### src/rtl/fe_fetch_unit.sv
// Fetch stage. It owns the PC and issues word-aligned requests to a synchronous
// imem with a 1-cycle latency. It predicts not-taken, so the next PC is PC+4.
// Responses go into a small FIFO. The FIFO head is presented to DE with a
// valid/stall handshake.
// A branch mispredict from AGEX flushes the FIFO, drops the in-flight response
// and restarts fetch at the target. The instruction counter is not changed.
module fe_fetch_unit #(
    parameter int               DBITS    = 32,
    parameter int               INSTBITS = 32,
    parameter logic [DBITS-1:0] RESET_PC = '0,
    parameter int               DEPTH    = 2
) (
    input  logic                clk,
    input  logic                reset,
    input  logic                br_mispred_i,
    input  logic [DBITS-1:0]    br_target_i,
    input  logic                stall_de_i,
    output logic                imem_req_valid_o,
    output logic [DBITS-1:0]    imem_req_addr_o,
    input  logic [INSTBITS-1:0] imem_rsp_data_i,
    output logic                fe_valid_o,
    output logic [INSTBITS-1:0] fe_inst_o,
    output logic [DBITS-1:0]    fe_pc_o,
    output logic [DBITS-1:0]    fe_pcplus_o,
    output logic [DBITS-1:0]    fe_inst_count_o
);

    localparam int               PTRW     = (DEPTH > 1) ? $clog2(DEPTH) : 1;
    localparam int               CNTW     = $clog2(DEPTH + 1);
    localparam int               OCCW     = CNTW + 1;
    localparam logic [PTRW-1:0]  LAST_PTR = PTRW'(DEPTH - 1);
    localparam logic [OCCW-1:0]  DEPTH_C  = OCCW'(DEPTH);
    localparam logic [DBITS-1:0] FOUR     = DBITS'(4);

    // Control state
    logic [DBITS-1:0] pc_q,            pc_d;
    logic             inflight_q,      inflight_d;
    logic [DBITS-1:0] inflight_addr_q, inflight_addr_d;
    logic [PTRW-1:0]  head_q,          head_d;
    logic [PTRW-1:0]  tail_q,          tail_d;
    logic [CNTW-1:0]  count_q,         count_d;
    logic [DBITS-1:0] inst_count_q,    inst_count_d;

    // FIFO payload
    logic [INSTBITS-1:0] inst_mem_q [DEPTH];
    logic [DBITS-1:0]    pc_mem_q   [DEPTH];

    logic            head_valid;
    logic            deq;
    logic            push;
    logic            issue;
    logic [OCCW-1:0] occ;

    // The low target bits are architecturally ignored.
    logic unused_target_bits;
    assign unused_target_bits = ^br_target_i[1:0];

    function automatic logic [PTRW-1:0] inc_ptr(input logic [PTRW-1:0] p);
        return (p == LAST_PTR) ? '0 : p + PTRW'(1);
    endfunction

    assign head_valid = (count_q != '0);

    // The occupancy counts the in-flight response, so a slot is already reserved for it.
    assign deq   = head_valid & ~stall_de_i & ~br_mispred_i;
    assign push  = inflight_q & ~br_mispred_i;
    assign occ   = {1'b0, count_q} + OCCW'(inflight_q) - OCCW'(deq);
    assign issue = ~reset & ~br_mispred_i & (occ < DEPTH_C);

    // Next state: a redirect takes priority over everything else; otherwise fetch, push and pop proceed.
    always_comb begin
        // NOTE: every variable gets a default first, so no path can leave it unassigned (no latch).
        pc_d            = pc_q;
        inflight_d      = issue;
        inflight_addr_d = pc_q;
        head_d          = head_q;
        tail_d          = tail_q;
        count_d         = count_q;
        inst_count_d    = inst_count_q;

        if (br_mispred_i) begin
            pc_d       = {br_target_i[DBITS-1:2], 2'b00};
            inflight_d = 1'b0;
            head_d     = '0;
            tail_d     = '0;
            count_d    = '0;
        end else begin
            if (issue) pc_d   = pc_q + FOUR;
            if (push)  tail_d = inc_ptr(tail_q);
            if (deq) begin
                head_d       = inc_ptr(head_q);
                inst_count_d = inst_count_q + DBITS'(1);
            end
            count_d = count_q + CNTW'(push) - CNTW'(deq);
        end
    end

    // Control registers: asynchronous reset clears everything at once.
    always_ff @(posedge clk or posedge reset) begin
        if (reset) begin
            // NOTE: sequential state uses non-blocking assignments so all registers update together.
            pc_q            <= RESET_PC;
            inflight_q      <= 1'b0;
            inflight_addr_q <= '0;
            head_q          <= '0;
            tail_q          <= '0;
            count_q         <= '0;
            inst_count_q    <= '0;
        end else begin
            pc_q            <= pc_d;
            inflight_q      <= inflight_d;
            inflight_addr_q <= inflight_addr_d;
            head_q          <= head_d;
            tail_q          <= tail_d;
            count_q         <= count_d;
            inst_count_q    <= inst_count_d;
        end
    end

    // FIFO payload write: the response is paired with the address that requested it.
    always_ff @(posedge clk) begin
        // NOTE: the payload array is not reset; count_q decides validity and outputs are masked by it.
        if (push) begin
            inst_mem_q[tail_q] <= imem_rsp_data_i;
            pc_mem_q[tail_q]   <= inflight_addr_q;
        end
    end

    assign imem_req_valid_o = issue;
    assign imem_req_addr_o  = pc_q;
    assign fe_valid_o       = head_valid;
    assign fe_inst_o        = head_valid ? inst_mem_q[head_q] : '0;
    assign fe_pc_o          = head_valid ? pc_mem_q[head_q] : '0;
    assign fe_pcplus_o      = head_valid ? pc_mem_q[head_q] + FOUR : '0;
    assign fe_inst_count_o  = inst_count_q;

endmodule

### config.mk
export PLATFORM = sky130hd
export DESIGN_NAME = fe_fetch_unit
export DESIGN_NICKNAME = d
export VERILOG_FILES = /design/src/rtl/fe_fetch_unit.sv
export SDC_FILE = /design/constraint.sdc
export NUM_CORES = 1
export LEC_CHECK = 0
export BUFFER_PORTS_ARGS = -buffer_cell sky130_fd_sc_hd__buf_4
export CORE_MARGIN = 2
export CORE_UTILIZATION = 50
export CTS_CLUSTER_SIZE = 20
export DETAILED_ROUTE_END_ITERATION = 10
export PLACE_DENSITY = 0.84
export SETUP_SLACK_MARGIN = 0.4
export SLEW_MARGIN = 10
export SYNTH_ARGS = -nofsm -noshare
export SYNTH_HDL_FRONTEND = slang
export SYNTH_SLANG_ARGS = --single-unit
export TNS_END_PERCENT = 30
### constraint.sdc
create_clock -name clk -period 5.1 [get_ports clk]
set_clock_uncertainty 0.1 [all_clocks]
set_input_delay 0.255 -clock clk [delete_from_list [all_inputs] [get_ports clk]]
set_output_delay 0.255 -clock clk [all_outputs]
set_load 0.005 [all_outputs]
==> flow_summary.toml, run 1 <==
[logic_synthesis]
ys.warnings.count = 0
netlist_area_sq_um = 9860
ys_seq_elements = 221
yosys_most_used_dff = "edfxtp_1"
synth-edff-count = 124
ys_seq_area_share_pct = 62.4
synth.avg_cell_area_sq_um = 12.1
async_reset_ff_share_pct = 43.9
syn_inst = 816
synth_cell_types = 60

[cts]
clock_sinks = 221
clock_path_buffers = 3
cts_setup_buffers = 0
cts.repair.resized = 0
clkTransAtPathRegs_ns = 0.06
root_buffer = "clkbuf_16"
cts_buffers = 23
postCtsHoldBufs = 63
cts_tree = "done"
worstSkewPairLatency_ns = 0.51
h-tree-depth = 1

[setup_path]
reg2reg_depth = 12
startpoint = "head_q$_DFFE_PP0P_"
required_ns = 4.74
cp-start-kind = "flip-flop"
cp_slowest_cell = "dfrtp_4"
r2r-end = "imem_req_addr_o[16]$_DFFE_PP0P_"
r2r_start = "count_q[1]$_DFF_PP0_"
cp_common_cell = "buf_4"
timing_worst_setup_path_type = "reg -> out"
cp_num_cells = 7
crit_path_end_kind = "primary output"
crit_end = "fe_pcplus_o[28]"
critPathBufInv = 2
path_max_fanout = 41
slowest_delay_ns = 0.74
path_cells = "buf_4 > nand4_1 > a222oi_1 > nand2_1 > o31a_1 > nor3_1 > buf_4"
rrSetupSlack_ns = 1.55
crit_family = "compound AO/OA/AOI/OAI gates"
critPathArrivalTime_ns = 3.52

[sta]
setup_viol = 0
tightest_slew_ns = 0.840
fin_crit_sh_pct = 75.9
hold_viol = 0
drv_slew = 0
whs_ns = 0.102
rsz0062_at_grt = "no"
finalCriticalPeriod_ns = 3.87
fmax_mhz = 258
slew_headroom_pct = 43.5
setup_tns_ns = 0

[route]
drc = 0
drt_iter0_markers = 657
detail-route-antenna-nets = 0
totalWireLength_mm = 25.8
vias = 7666
wire_per_inst_um = 18.7
via_per_inst = 5.54
drtPass1Iterations = 5

[floorplanning]
die_area_sq_um = 20900
die_y_um = 144
ios = 230
rows = 51
start_util_pct = 50.8
die_w_um = 144
core_area_sq_um = 19400

[run_status]
status = "completed"

[cells_and_area]
area_growth_pct = 33.4
final_area_sq_um = 13100
nets = 1177
fillerInstances = 1380
drive_above_1_share_pct = 25.5
antennaDiodeCount = 0

[global_routing]
grt_overflow = 0
grt_pass1_vias = 7647
antenna_found_initial = 0
track_usage_pct = 24.5
grt_pass1_wl_mm = 40.2
grt_start_max_net_pins = 79

[placed_design]
dp.final_hpwl_mm = 17.0
io_buffers = 221
finalWeightedCongestion = 0.818
placed_area_sq_um = 11800

[flow_run]
cap_violations = 0

[min_path]
holdPathStages = 2
hp-class = "in -> reg"

[power]
peakVddDrop_mv = 0.235
power.density_nw_per_um2 = 373
p_leak_uw = 0.00533
[registers in the layout, summed over array words and instances (netlist names)]
name             cells
inst_mem_q          64
pc_mem_q            60
fe_inst_count_o     32
imem_req_addr_o     30
inflight_addr_q     30
count_q              2
head_q               1
inflight_q           1
tail_q               1
[synthesized netlist by cell type (2+ instances only)]
cell type,count,area [sq um]
a21oi_1,10,50.1
buf_1,6,22.5
inv_1,15,56.3
and3_1,7,43.8
a211oi_1,3,22.5
o31a_1,4,35.0
nor3_1,15,75.1
and2_0,2,12.5
and2_1,9,56.3
nor2_1,100,375
nand2_1,70,263
nor4_1,8,50.1
and4_1,3,26.3
buf_6,3,33.8
clkbuf_1,16,60.1
nand2b_1,4,25.0
mux2i_1,59,591
a22o_1,2,17.5
nand3_1,51,255
a22oi_1,7,52.6
a31oi_1,4,25.0
nand4_1,22,138
ha_1,6,75.1
o211ai_1,10,75.1
mux2_2,7,78.8
buf_4,7,52.6
buf_2,8,40.0
o31ai_1,5,37.5
xor2_1,18,158
o311ai_0,12,105
o21ai_0,26,130
nand4b_1,4,35.0
xnor2_1,29,254
dfrtp_1,97,2430
a32o_1,2,20.0
a221o_1,4,40.0
nor2b_1,5,31.3
edfxtp_1,124,3720
or3_1,6,37.5
nand3b_1,6,45.0
[final cells by class]
type,instances,area [sq um],share of cell area (%)
flip-flops and latches,221,6150,46.8
multi-input cells,545,3480,26.4
repair buffers,296,2380,18.1
clock buffers,27,591,4.49
well taps,265,332,2.52
clock inverters,15,154,1.17
inverters,15,58.8,0.447
[logic make-up (layout without fill, tap and decap cells)]
family	after synthesis	after routing	share of synthesized area, %
fa+ha+maj	7	7	0.965
flops	221	221	62.4
simple gates	321	321	16.0
xor+xnor	47	47	4.18
compound gates	98	98	6.96
other cells	1	6	0.0380
mux	66	66	6.79
buf+inv	55	353	2.69
[worst min-delay path by stage]
stage	to	start
global placement	fe_inst_count_o[6]$_DFFE_PP0P_	reset
finish	count_q[1]$_DFF_PP0_	br_mispred_i
global route	head_q$_DFFE_PP0P_	br_mispred_i
detailed placement	fe_inst_count_o[8]$_DFFE_PP0P_	reset
floorplan	inst_mem_q[0][0]$_DFFE_PP_	imem_rsp_data_i[0]
CTS	tail_q$_DFFE_PP0P_	br_mispred_i
[routing by layer]
metal	GRT usage [%]	share of wire, %	vias to the layer above
met1	31.2	40	3702
met4	6.90	2.1	0
met5	0	0	-
met3	6.92	11	51
li1	-	-	3553
met2	41.3	47	360
[per-stage QoR]
stage          total power, uW  utilization, %  cells  worst slack, ns
2_1_floorplan             2720               -    821             1.04
4_1_cts                   4910            67.8   1384             1.22
5_1_grt                   5120            67.8   1384            0.934
6_report                  4900            67.8   1384             1.23
3_5_place_dp              3220            60.7   1279             1.55
3_3_place_gp              3190            60.7   1279             1.64
[cell usage in the layout, fill, tap and decap left out, types with 5 or more instances in the layout]
cell type      instances
clkinv_1               5
buf_4                233
nor2b_1                5
nand3_1               51
conb_1                 6
o31ai_1                5
inv_1                 14
edfxtp_1             124
mux2_2                 7
nand3b_1               6
xor2_1                18
xnor2_1               29
o21ai_0               26
nand2_1               70
dfrtp_1               96
nand4_1               22
nor2_1                98
a21oi_1               10
and3_1                 6
a22oi_1                7
clkbuf_16             23
dlygate4sd3_1         63
nor4_1                 8
or3_1                  6
o311ai_0              12
and2_1                 9
o211ai_1              10
ha_1                   6
nor3_1                15
mux2i_1               59
[power by group]
group	leakage, uW	total (uW)	switching [uW]	internal, uW
clock	0.000359	1660	678	982
sequential	0.00235	2220	159	2060
combinational	0.00262	1020	526	494
total	0.00533	4900	1360	3540
(Power assumes the default switching activity.)
==> run 2: changes to the inputs <==
--- a/config.mk
+++ b/config.mk
@@ -5,12 +5,13 @@
 export SDC_FILE = /design/constraint.sdc
 export NUM_CORES = 1
 export LEC_CHECK = 0
+export ABC_AREA = 1
 export BUFFER_PORTS_ARGS = -buffer_cell sky130_fd_sc_hd__buf_4
 export CORE_MARGIN = 2
 export CORE_UTILIZATION = 50
 export CTS_CLUSTER_SIZE = 20
 export DETAILED_ROUTE_END_ITERATION = 10
-export PLACE_DENSITY = 0.84
+export PLACE_DENSITY = 0.83
 export SETUP_SLACK_MARGIN = 0.4
 export SLEW_MARGIN = 10
 export SYNTH_ARGS = -nofsm -noshare
==> constraint.sdc (replaced) <==
create_clock -name clk -period 4 [get_ports clk]
set_clock_uncertainty 0.1 [all_clocks]
set_input_delay 0.2 -clock clk [delete_from_list [all_inputs] [get_ports clk]]
set_output_delay 0.2 -clock clk [all_outputs]
set_load 0.005 [all_outputs]
==> flow_summary.toml, run 2 <==
[logic_synthesis]
netlist_area_sq_um = 10700
synth_top_area_share_pct = 34.9
synth_area_leader_cell = "edfxtp_1"
yosys_most_used_dff = "edfxtp_1"
yosys-top-cells-count = "nand2_1, inv_1, edfxtp_1"
post-synth-top-count-cell = "nand2_1"
ys_seq_area_share_pct = 57.7
async_reset_ff_share_pct = 43.9
ys.warnings.count = 0
syn_inst = 1202
synth-edff-count = 124
synth_cell_types = 38
yosys-top-cells-area = "edfxtp_1, dfrtp_1, nand2_1"
ys_seq_elements = 221
synth.avg_cell_area_sq_um = 8.87

[cells_and_area]
regArea_sq_um = 6150
fillerInstances = 1657
layout_commonest_cell = "nand2_1"
antennaDiodeCount = 0
largest_register_ffs = 64
multi_input_area_sq_um = 3840
final_cell_mix = "nand2_1, buf_4, inv_1, edfxtp_1, nor2_1"
nets = 1571
largest-register = "inst_mem_q"
area_growth_pct = 31.7
fin_cells = 1787
drive_above_1_share_pct = 21.7

[setup_path]
required_ns = 3.70
startpoint = "head_q$_DFFE_PP0P_"
cp_slowest_cell = "buf_4"
timing_worst_setup_path_type = "reg -> out"
crit_path_end_kind = "primary output"
path_max_fanout = 64
slowest_delay_ns = 0.58
crit_end = "fe_pcplus_o[30]"
rrSetupSlack_ns = 0.67
cp-start-kind = "flip-flop"
reg2reg_depth = 17
critPathArrivalTime_ns = 3.04
path_cells = "buf_4 > o21ai_1 > inv_1 > ha_1 > nand2_1 > nor2_2 > nand3_2 > nor2_4 > nand3_1 > nand2_1 > inv_1 > buf_4"
r2r-end = "imem_req_addr_o[17]$_DFFE_PP0P_"
r2r_start = "count_q[1]$_DFF_PP0_"

[route]
detail-route-antenna-nets = 0
wire_per_inst_um = 14.6
drc = 0
drt_iter0_markers = 621
totalWireLength_mm = 26.1
drtPass1Iterations = 5
via_per_inst = 5.04
vias = 9007

[cts]
clock_path_buffers = 3
cts_buffers = 23
clkTransAtPathRegs_ns = 0.06
cts_tree = "done"
clock_sinks = 221
root_buffer = "clkbuf_16"
h-tree-depth = 1
worstSkewPairLatency_ns = 0.49

[run_status]
status = "completed"

[sta]
tightest_slew_ns = 0.836
drv_slew = 0
finalCriticalPeriod_ns = 3.34
fin_crit_sh_pct = 83.5
setup_viol = 0
fmax_mhz = 299
hold_viol = 0
setup_tns_ns = 0
rsz0062_at_grt = "yes"
slew_headroom_pct = 44.2

[global_routing]
track_usage_pct = 22.5
grt_overflow = 0
grt_start_max_net_pins = 65
antenna_found_initial = 0
grt_pass1_vias = 8389
grt_pass1_wl_mm = 40.7

[floorplanning]
ios = 230
die_y_um = 150
rows = 53
core_area_sq_um = 21000
die_area_sq_um = 22500
start_util_pct = 50.9
die_w_um = 150

[placed_design]
dp.final_hpwl_mm = 17.9
dpl.cell_count = 1676
io_buffers = 221
finalWeightedCongestion = 0.925

[power]
peakVddDrop_mv = 0.362
power.density_nw_per_um2 = 467
p_leak_uw = 0.00645

[min_path]
hp-class = "in -> async"

[flow_run]
cap_violations = 0
-- run 2: cell types whose count changed after synthesis, moves of 11 or more --
cell,before,now
nand2_1,70,400
o311ai_0,12,0
xnor2_1,29,15
nand2_2,1,17
nor2_2,0,11
nor2_1,100,117
a21oi_1,10,55
inv_1,15,127
mux2i_1,59,0
-- run 2: cells by family after synthesis --
group | share of synthesized area (%)
fa+ha+maj | 0.892
compound gates | 5.31
simple gates | 26.3
other cells | 0.0352
buf+inv | 6.62
xor+xnor | 3.12
flops | 57.7
-- run 2: critical path, delay by kind of cell, from the launching register on --
kind,cells,cell delay [ns]
buffers and inverters,4,0.87
AO/OA/AOI/OAI,1,0.32
flip-flops,1,0.36
AND/OR/NAND/NOR,6,0.83
adder cells (fa/ha/maj),1,0.16
-- run 2: per-stage QoR --
| stage | total power [uW] | utilization (%) | hold slack [ns] | cell area [sq um] | setup WS (ns) |
|---|---|---|---|---|---|
| 3_5_place_dp | 4400 | 60.0 | 0.267 | 12600 | 0.630 |
| 6_report | 6560 | 67.0 | 0.284 | 14000 | 0.661 |
| 5_1_grt | 6890 | 67.0 | 0.326 | 14000 | 0.373 |
| 4_1_cts | 6580 | 66.7 | 0.279 | 14000 | 0.415 |
| 2_1_floorplan | 3680 | - | 0.199 | 10700 | 0.229 |
| 3_3_place_gp | 4360 | 60.0 | 0.266 | 12600 | 0.726 |
-- run 2: final cells by class --
class | count | area share (%)
Multi-Input combinational cell | 816 | 27.4
Clock inverter | 14 | 1.10
Tap cell | 275 | 2.45
Timing Repair Buffer | 301 | 17.3
Clock buffer | 27 | 4.28
Timing Repair inverter | 1 | 0.0357
Sequential cell | 221 | 43.8
Inverter | 132 | 3.59
-- run 2: worst min path at each step --
stage | from | endpoint | slack (ns) | cells after the start
floorplan | imem_rsp_data_i[0] | inst_mem_q[0][0]$_DFFE_PP_ | 0.20 | 0
global placement | reset | imem_req_addr_o[4]$_DFFE_PP0P_ | 0.27 | 2
detailed placement | reset | imem_req_addr_o[2]$_DFFE_PP0P_ | 0.27 | 2
CTS | reset | imem_req_addr_o[2]$_DFFE_PP0P_ | 0.28 | 3
global route | reset | imem_req_addr_o[3]$_DFFE_PP0P_ | 0.33 | 3
finish | reset | imem_req_addr_o[2]$_DFFE_PP0P_ | 0.28 | 3
-- run 2: repair_timing --
action | 4_1_cts | 5_1_grt
gates resized for setup | 1 | 2
hold buffers | 65 | 0
setup endpoints to repair | 1 | 20
setup buffers | 0 | 4
endpoints found under the hold margin | 137 | 0
cloned | 1 | 0
-- run 2: metal layers --
metal	vias to the layer above	global-route usage [%]	wire length, um
met5	-	0	0
met4	0	7.36	675
met3	52	2.56	1670
met2	311	36.9	12500
met1	4207	31.6	11300
li1	4437	-	-
-- run 2: power breakdown --
part | internal (uW) | switching (uW)
Combinational | 665 | 862
Clock | 1270 | 844
Sequential | 2670 | 238
